### config.mk
export PLATFORM = sky130hd
export DESIGN_NAME = move_resolver_flat
export DESIGN_NICKNAME = d
export VERILOG_FILES = /design/src/rtl/move_resolver_if.sv /design/src/rtl/move_resolver.sv /design/src/flat_wrapper.sv
export SDC_FILE = /design/constraint.sdc
export NUM_CORES = 1
export LEC_CHECK = 0
export BUFFER_PORTS_ARGS = -buffer_cell sky130_fd_sc_hd__buf_2
export CAP_MARGIN = 40
export CORE_ASPECT_RATIO = 1.75
export CORE_UTILIZATION = 44
export DETAILED_ROUTE_END_ITERATION = 8
export PLACE_DENSITY = 0.82
export SLEW_MARGIN = 20
export SYNTH_ARGS = -nofsm -noshare
export SYNTH_HDL_FRONTEND = slang
export SYNTH_SLANG_ARGS = --single-unit
### constraint.sdc
create_clock -name clk -period 1.8 [get_ports clk]
set_input_delay 0 -clock clk [delete_from_list [all_inputs] [get_ports clk]]
set_output_delay 0 -clock clk [all_outputs]
set_load 0.02 [all_outputs]
### src/rtl/move_resolver_if.sv
// move_resolver_if: move-request handshake between player logic and the resolver,
// plus the resolver's port onto the shared map BRAM.
interface move_resolver_if;
    logic        ask_move;
    logic [3:0]  ask_x;
    logic [3:0]  ask_y;
    logic [3:0]  player_x;
    logic [3:0]  player_y;
    logic [3:0]  key_num;
    logic        busy;
    logic        move_done;
    logic        accept_move;
    logic [3:0]  goto_x;
    logic [3:0]  goto_y;
    logic [3:0]  key_num_out;
    logic [18:0] bRAM_map_addr;
    logic [15:0] bRAM_map_data;
    logic        bRAM_map_wr;
    logic [15:0] bRAM_map_dwrite;

    modport master (
        output ask_move, ask_x, ask_y, player_x, player_y, key_num, bRAM_map_data,
        input  busy, move_done, accept_move, goto_x, goto_y, key_num_out,
               bRAM_map_addr, bRAM_map_wr, bRAM_map_dwrite
    );

    modport slave (
        input  ask_move, ask_x, ask_y, player_x, player_y, key_num, bRAM_map_data,
        output busy, move_done, accept_move, goto_x, goto_y, key_num_out,
               bRAM_map_addr, bRAM_map_wr, bRAM_map_dwrite
    );
endinterface

### src/rtl/move_resolver.sv
// move_resolver: resolves a player move against the target map tile (floor/wall/key/door).
// Define MOVE_RESOLVER_TELEPORT_EN to make tile 4 a teleport instead of a wall.
module move_resolver #(
    parameter logic [18:0] MAP_BASE = 19'h0,
    parameter int          RD_LAT   = 1,
    parameter int          KEY_MAX  = 15
) (
    input logic           clk,
    input logic           rstn,
    move_resolver_if.slave bus
);
    localparam logic [1:0] IDLE = 2'd0;
    localparam logic [1:0] WAIT = 2'd1;
    localparam logic [1:0] RESP = 2'd2;
    localparam logic [3:0] KMAX = 4'(KEY_MAX);

    logic [1:0] state, cnt;
    logic [3:0] ax, ay, px, py, k;
    logic [3:0] t, gx, gy, kn;
    logic       is_floor, is_key, is_door, is_tele, take_key, open_door, acc, wr;

    assign t         = bus.bRAM_map_data[3:0];
    assign is_floor  = t == 4'd0;
    assign is_key    = t == 4'd2;
    assign is_door   = t == 4'd3;
`ifdef MOVE_RESOLVER_TELEPORT_EN
    assign is_tele   = t == 4'd4;
`else
    assign is_tele   = 1'b0;
`endif
    assign take_key  = is_key && k < KMAX;
    assign open_door = is_door && k != 4'd0;
    assign acc       = is_floor || is_key || open_door || is_tele;
    assign wr        = take_key || open_door;
    assign gx        = is_tele ? bus.bRAM_map_data[15:12] : acc ? ax : px;
    assign gy        = is_tele ? bus.bRAM_map_data[11:8] : acc ? ay : py;
    assign kn        = take_key ? k + 4'd1 : open_door ? k - 4'd1 : k;
    assign bus.busy  = state != IDLE;

    always_ff @(posedge clk or negedge rstn) begin
        if (!rstn) begin
            state               <= IDLE;
            cnt                 <= 2'd0;
            {ax, ay, px, py, k} <= '0;
            bus.move_done       <= 1'b0;
            bus.accept_move     <= 1'b0;
            bus.bRAM_map_wr     <= 1'b0;
            bus.goto_x          <= 4'd0;
            bus.goto_y          <= 4'd0;
            bus.key_num_out     <= 4'd0;
            bus.bRAM_map_addr   <= 19'd0;
            bus.bRAM_map_dwrite <= 16'd0;
        end else begin
            bus.move_done   <= 1'b0;
            bus.accept_move <= 1'b0;
            bus.bRAM_map_wr <= 1'b0;
            // A request may be taken on the edge that ends RESP as well as from IDLE
            if (state != WAIT && bus.ask_move) begin
                ax                <= bus.ask_x;
                ay                <= bus.ask_y;
                px                <= bus.player_x;
                py                <= bus.player_y;
                k                 <= bus.key_num;
                bus.bRAM_map_addr <= MAP_BASE + {11'd0, bus.ask_y, bus.ask_x};
                cnt               <= 2'(RD_LAT);
                state             <= WAIT;
            end else if (state == WAIT) begin
                if (cnt == 2'd0) begin
                    bus.move_done       <= 1'b1;
                    bus.accept_move     <= acc;
                    bus.bRAM_map_wr     <= wr;
                    bus.goto_x          <= gx;
                    bus.goto_y          <= gy;
                    bus.key_num_out     <= kn;
                    bus.bRAM_map_dwrite <= {bus.bRAM_map_data[15:4], 4'h0};
                    state               <= RESP;
                end else begin
                    cnt <= cnt - 2'd1;
                end
            end else begin
                state <= IDLE;
            end
        end
    end
endmodule

### src/flat_wrapper.sv
// flat-port wrapper written by rule: the top's interface ports become plain ports
module move_resolver_flat 
#(
    parameter logic [18:0] MAP_BASE = 19'h0,
    parameter int          RD_LAT   = 1,
    parameter int          KEY_MAX  = 15
)
  (clk, rstn, bus_ask_move, bus_ask_x, bus_ask_y, bus_player_x, bus_player_y, bus_key_num, bus_bRAM_map_data, bus_busy, bus_move_done, bus_accept_move, bus_goto_x, bus_goto_y, bus_key_num_out, bus_bRAM_map_addr, bus_bRAM_map_wr, bus_bRAM_map_dwrite);
  move_resolver_if bus_i ();
  input logic clk;
  input logic rstn;
  input wire logic [$bits(bus_i.ask_move)-1:0] bus_ask_move;
  input wire logic [$bits(bus_i.ask_x)-1:0] bus_ask_x;
  input wire logic [$bits(bus_i.ask_y)-1:0] bus_ask_y;
  input wire logic [$bits(bus_i.player_x)-1:0] bus_player_x;
  input wire logic [$bits(bus_i.player_y)-1:0] bus_player_y;
  input wire logic [$bits(bus_i.key_num)-1:0] bus_key_num;
  input wire logic [$bits(bus_i.bRAM_map_data)-1:0] bus_bRAM_map_data;
  output wire logic [$bits(bus_i.busy)-1:0] bus_busy;
  output wire logic [$bits(bus_i.move_done)-1:0] bus_move_done;
  output wire logic [$bits(bus_i.accept_move)-1:0] bus_accept_move;
  output wire logic [$bits(bus_i.goto_x)-1:0] bus_goto_x;
  output wire logic [$bits(bus_i.goto_y)-1:0] bus_goto_y;
  output wire logic [$bits(bus_i.key_num_out)-1:0] bus_key_num_out;
  output wire logic [$bits(bus_i.bRAM_map_addr)-1:0] bus_bRAM_map_addr;
  output wire logic [$bits(bus_i.bRAM_map_wr)-1:0] bus_bRAM_map_wr;
  output wire logic [$bits(bus_i.bRAM_map_dwrite)-1:0] bus_bRAM_map_dwrite;
  assign bus_i.ask_move = bus_ask_move;
  assign bus_i.ask_x = bus_ask_x;
  assign bus_i.ask_y = bus_ask_y;
  assign bus_i.player_x = bus_player_x;
  assign bus_i.player_y = bus_player_y;
  assign bus_i.key_num = bus_key_num;
  assign bus_i.bRAM_map_data = bus_bRAM_map_data;
  assign bus_busy = bus_i.busy;
  assign bus_move_done = bus_i.move_done;
  assign bus_accept_move = bus_i.accept_move;
  assign bus_goto_x = bus_i.goto_x;
  assign bus_goto_y = bus_i.goto_y;
  assign bus_key_num_out = bus_i.key_num_out;
  assign bus_bRAM_map_addr = bus_i.bRAM_map_addr;
  assign bus_bRAM_map_wr = bus_i.bRAM_map_wr;
  assign bus_bRAM_map_dwrite = bus_i.bRAM_map_dwrite;
  move_resolver #(.MAP_BASE(MAP_BASE), .RD_LAT(RD_LAT), .KEY_MAX(KEY_MAX)) u_core (.clk(clk), .rstn(rstn), .bus(bus_i));
endmodule
After elaboration in Yosys (flattened, before gate mapping)
Index checks and enable logic that the tools add are counted.
{ "word_totals": {"input_bits": 39, "wordCells": 58, "output_inout_bits": 51, "regBits": 59} }
{ "classes": {"n_eq_ne": 6, "add_sub_neg": 3, "muxes": 19, "bitwise_logic": 1, "magnitude_cmp": 1, "n_reduce_logical": 13} }
{ "ops": {"columns": ["operator", "n"], "rows": [
  ["$mux 4", 4],
  ["$mux 2", 6],
  ["$mux 1", 9],
  ["$eq 4x2->1 const B", 2],
  ["$add 4x1->4 const B", 1],
  ["$logic_not 4->1", 1],
  ["$lt 4x4->1 const B", 1],
  ["$ne 2x1->1 const B", 2],
  ["$reduce_bool 2->1", 2],
  ["$reduce_bool 4->1", 1],
  ["$sub 4x1->4 const B", 1],
  ["$logic_and 1x1->1", 3],
  ["$logic_or 1x1->1", 3],
  ["$ne 3x2->1 const B", 1],
  ["$reduce_and 3->1", 1],
  ["$eq 2x1->1 const B", 1],
  ["$logic_not 2->1", 1],
  ["$reduce_and 2->1", 1],
  ["$sub 2x1->2 const B", 1],
  ["$not 1->1", 1]
]} }

Depth between registers and ports, before layout
{ "depth": {"ltp_word": 6, "mapped_depth": 7} }

Worst setup path before layout
OpenSTA, ideal clock, no wires.
{ "synth_path": {"path_kind": "reg-to-reg", "start": "register u_core.k[0]", "end": "register u_core.bus.goto_x[0]", "t_arrival_ps": 1574, "n_path_buf": 0, "period_less_slack_ps": 1711, "required_time_ps": 1663, "path_stages_with_launch": 7, "setup_time_ps": 137, "path_slack_ps": 89, "path_cell_list": "dfrtp_1 > inv_1 > ha_1 > and4bb_4 > nor3_4 > mux2i_1 > a21oi_1"} }
{ "synth_via": {"elab_chain_len": 4} }
{ "synth_lines": {"columns": ["item", "line", "rtl"], "rows": [
  ["start: declaration", "move_resolver.sv:18", "logic [3:0] ax, ay, px, py, k;"],
  ["start signal: assignment", "move_resolver.sv:63", "k <= bus.key_num;"],
  ["$reduce_bool 4->1", "move_resolver.sv:32", "assign open_door = is_door && k != 4'd0;"],
  ["$logic_and 1x1->1", "move_resolver.sv:32", null],
  ["$logic_or 1x1->1", "move_resolver.sv:33", "assign acc = is_floor || is_key || open_door || is_tele;"],
  ["$mux 4", "move_resolver.sv:35", "assign gx = is_tele ? bus.bRAM_map_data[15:12] : acc ? ax : px;"],
  ["end signal: assignment", "move_resolver.sv:72", "bus.goto_x <= gx;"],
  ["end: declaration", "move_resolver_if.sv:29", "output busy, move_done, accept_move, goto_x, goto_y, key_num_out,"]
]} }
No other way between the ends.
A chain may end at the register's enable or synchronous reset.

Worst setup path after layout
{ "layout_path": {"start": "register u_core.k[0]", "end": "register u_core.bus.key_num_out[3]"} }
{ "layout_via": {"elab_chain_len": 4} }
{ "layout_lines": {"columns": ["item", "line", "rtl"], "rows": [
  ["branches (longest 3 deep; another with $sub 4x1->4)", null, null],
  ["$mux 4 (*)", "move_resolver.sv:37", "assign kn = take_key ? k + 4'd1 : open_door ? k - 4'd1 : k;"],
  ["end signal: assignment", "move_resolver.sv:74", "bus.key_num_out <= kn;"],
  ["end: declaration", "move_resolver_if.sv:29", null]
]} }
Mark *: on every way between the ends.

==> run summary <==
The start-to-end type of the worst setup path was register to register. The Yosys step of the flow raised 0 warnings. The area enclosed by the die boundary was 5628 µm²; the transition time of the tightest slew-check pin was 0.5939 ns. The leakage dissipation was 1.592 nW.

For the worst slack after detailed placement, the log shows 0.05402 ns. Clock tree synthesis selected as its root buffer the cell sky130_fd_sc_hd__clkbuf_8. The post-synthesis adder-cell area fraction is 1.603%. Summing every instance area after synthesis gives 2341 µm².

The overall die height came out at 98.49 µm. Of the synthesized area, sequential elements account for 54.52%. For this design the ratio of total power to cell area is 1639 nW/µm². Compared with the post-synthesis result, the final layout area differs by 36.02%. 0 antenna diodes ended up in the layout. Once detailed placement completed, the half-perimeter wirelength came to 3528 µm.

The post-route antenna net violation count came out at 0. After floorplanning, the core was divided into 34 placement rows. From left edge to right edge, the die measures 57.14 µm. The core box area is 5062 µm².

The share of cells above drive strength 1 is 36.78%. The final critical path takes up 94.61% of the cycle. The remaining routing DRC violations came out at 14. The run gives 1919 as the total number of vias. The share of cell area taken by muxes after synthesis came out at 13.95%. The largest fanout on the critical path works out to 4. The logs give 342 for the cell count after placement and 0.30 ns for the clock insertion delay at the later pin of the skew report. At the end of routability-driven placement, the weighted congestion stood at 0.8679. Setup repair after global routing left no endpoint under its margin. The final reports fail on DRC.

The average footprint of a synthesized cell was 10.94 µm². The clock buffer count from CTS is 5. The final hold violation count was 0; the synthesized-area fraction occupied by xor and xnor cells was 0.3741%. Counting flops and latches in the post-synthesis netlist gives 51. TritonCTS built the clock tree. For this block, the initial DRC count from the detailed router was 65.

The max-slew violation count came out at 0. In this run the tool buffered the top-level ports with 74 buffer cells. The tool flagged a number of max-cap violations equal to 0. The maximum level of the CTS H-tree is 2, and the arrival time of data at the critical path endpoint is 1.89 ns.

Timing would allow up to 587.2 MHz. The tools report the total area of multi-input combinational cells as 938.4 µm². Across the VDD grid, the largest voltage drop is 0.001004 V. The register clock-pin slew on the reported worst setup and hold paths was 0.09 ns; the post-layout instance count excluding filler cells was 383.

The minimum period implied by the final worst setup slack was 1.703 ns. After routing, the total negative slack on setup checks comes to 0 ns. For this run, the post-layout net count is 370. Entering global routing, the biggest net connects 30 pins. After filler insertion, the fill cell instance count of the layout stands at 384.

The run gives 0.04644 ns as the worst-case hold slack. Headroom to the max-slew limit came out at 60.32%. The final cell utilization of the core was 62.90%. STA classifies the critical path startpoint as a register. Once routing completed, OpenROAD measured the worst setup slack at 0.09695 ns. No sink is reached through more buffers than the 2 on the longest clock path.

The post-CTS repair timing setup buffer count is 0, and the number of antenna violations at the first check in global routing is 0. The run finished, with violations left. Pin placement for this block handled 90 I/O pins. Total routing usage reported by global routing: 20.43%.

The min-delay analysis places its worst path in the category primary input to register. The clock sink total is 51. The average wire per cell in the routed design is 14.12 µm, and the number of global-route vias before repair is 1933.

Main combinational cell family by area after synthesis: simple AND/OR/NAND/NOR gates. The count of final setup violators was 0; the number of detailed-route iterations in the first pass was 7. The compound-gate portion of the synthesized area was 5.024%. Between clock sinks in the finished design, the worst skew comes to 0.006632 ns. The first global-routing pass estimated 8783 µm of wire. The logs give 39 for the count of cell types in the netlist and 5409 µm for the final wirelength.

After global routing the overflow that remains totals 0. The tools report the starting density of the core as 46.24%. The sequential cell area came out at 1276 µm². The endpoint required time on the critical path was 1.98 ns; the simple-gate portion of the synthesized area was 16.52%. Counting every instance in the synthesized netlist gives 214.

Element type at the critical path end: a register. After detailed routing, the number of vias per cell comes to 5.010.
worst paths after layout:
check / start / end / slack (ns) / cells after the start
setup reg to reg: u_core.k[0] / u_core.bus.key_num_out[3] / 0.1 / 6
hold / removal: bus_bRAM_map_data[3] / u_core.bus.accept_move / 0.05 / 3
setup / recovery: u_core.k[0] / u_core.bus.key_num_out[3] / 0.1 / 6
max in group asynchronous: rstn / u_core.bus.bRAM_map_dwrite[6] / 1.04 / 3
min in group asynchronous: rstn / u_core.bus.key_num_out[0] / 0.22 / 2
hold reg to reg: u_core.bus.bRAM_map_dwrite[11] / u_core.bus.bRAM_map_dwrite[11] / 0.48 / 2
final cells by class:
class | instances | area share [%]
clock buffer | 5 | 2.161
clock inverter | 3 | 0.4715
inverter | 6 | 0.7073
multi-input combinational | 146 | 29.47
sequential | 51 | 40.08
tap | 54 | 2.122
timing repair buffer | 118 | 24.99
cells in the mapped netlist:
master                     number  share of area [%]
sky130_fd_sc_hd__a21o_1         1               0.32
sky130_fd_sc_hd__conb_1         1               0.16
sky130_fd_sc_hd__nor3b_1        1               0.32
sky130_fd_sc_hd__a31oi_1        3               0.80
sky130_fd_sc_hd__mux2i_1        9                3.8
sky130_fd_sc_hd__clkbuf_1       8                1.3
sky130_fd_sc_hd__o22ai_1        1               0.27
sky130_fd_sc_hd__a21oi_1       11                2.4
sky130_fd_sc_hd__buf_4         16                5.1
sky130_fd_sc_hd__and4b_1        1               0.43
sky130_fd_sc_hd__nor3_4         1               0.70
sky130_fd_sc_hd__a22oi_1        1               0.32
sky130_fd_sc_hd__or3b_1         1               0.37
sky130_fd_sc_hd__nor4_1         2               0.53
sky130_fd_sc_hd__nand4b_1       1               0.37
sky130_fd_sc_hd__mux2_2        21                 10
sky130_fd_sc_hd__a32o_1         1               0.43
sky130_fd_sc_hd__ha_1           3                1.6
sky130_fd_sc_hd__o21ai_1        1               0.21
sky130_fd_sc_hd__inv_1          5               0.80
sky130_fd_sc_hd__nand2_1       41                6.6
sky130_fd_sc_hd__nor3_1         2               0.43
sky130_fd_sc_hd__nand3b_1       2               0.64
sky130_fd_sc_hd__or3b_2         1               0.37
sky130_fd_sc_hd__and2_1         1               0.27
sky130_fd_sc_hd__xnor2_1        1               0.37
sky130_fd_sc_hd__clkinv_1       1               0.16
sky130_fd_sc_hd__dfrtp_1       51                 55
sky130_fd_sc_hd__nor2_1        10                1.6
sky130_fd_sc_hd__nand3_1        2               0.43
sky130_fd_sc_hd__nor2b_1        1               0.27
sky130_fd_sc_hd__nor4b_1        1               0.37
sky130_fd_sc_hd__and3_1         1               0.27
sky130_fd_sc_hd__nand4_1        1               0.27
sky130_fd_sc_hd__o211ai_1       1               0.32
sky130_fd_sc_hd__buf_6          1               0.48
sky130_fd_sc_hd__nand2b_1       3               0.80
sky130_fd_sc_hd__or2_2          3               0.80
sky130_fd_sc_hd__and4bb_4       1               0.70
kinds of logic after synthesis:
family	Yosys count
fa+ha+maj	3
simple gates	77
xor+xnor	1
compound gates	20
other cells	1
mux	30
buf+inv	31
flops	51
registers in the layout, indices dropped and copies added (netlist names):
register                    flops
u_core.bus.goto_x               4
u_core.bus.move_done            1
u_core.bus.accept_move          1
u_core.bus.goto_y               4
u_core.bus.key_num_out          4
u_core.py                       4
u_core.cnt                      2
u_core.bus.bRAM_map_addr        1
u_core.k                        4
u_core.state                    2
u_core.px                       4
u_core.bus.bRAM_map_dwrite     12
u_core.bus.bRAM_map_wr          1
u_core.ax                       3
u_core.ay                       4
what timing repair did:
action | in CTS | in global routing
hold buffers | 33 | 0
gates resized for setup | 0 | 1
endpoints found under the setup margin | 0 | 1
endpoints found under the hold margin | 54 | 0
layer usage:
layer	wire length (µm)	track usage (%)
met2	3075	37.83
met1	1974	21.82
met5	0	0
met3	198	3.543
met4	160	9.568
where the power goes:
| group | total [mW] | internal [mW] | switching, mW |
|---|---|---|---|
| Clock | 0.632 | 0.267 | 0.365 |
| Combinational | 2.56 | 1.10 | 1.46 |
| Sequential | 2.03 | 1.70 | 0.325 |
metrics by stage:
step           instance area [µm²]  power [mW]
5_1_grt                       3184       5.568
4_1_cts                       3179       5.222
3_5_place_dp                  2765       4.528
6_report                      3184       5.221
2_1_floorplan                 2394       3.717
3_3_place_gp                  2765       4.432
worst max-delay path, cell delays in order, from the launching register on:
cell                      delay [ns]
sky130_fd_sc_hd__dfrtp_1        0.39
sky130_fd_sc_hd__inv_1          0.06
sky130_fd_sc_hd__ha_1           0.20
sky130_fd_sc_hd__or3b_1         0.41
sky130_fd_sc_hd__a22oi_2        0.23
sky130_fd_sc_hd__mux2i_1        0.23
sky130_fd_sc_hd__nand3_1        0.09
layout by cell type, fill, tap and decap left out, drive strengths merged, types with 5 or more instances in the layout:
cell type | Yosys | final
a21oi | 11 | 11
buf | 17 | 85
clkbuf | 8 | 5
conb | 1 | 15
dfrtp | 51 | 51
dlygate4sd3 | 0 | 33
inv | 5 | 5
mux2 | 21 | 21
mux2i | 9 | 9
nand2 | 41 | 41
nor2 | 10 | 10
(Power assumes the default switching activity.)
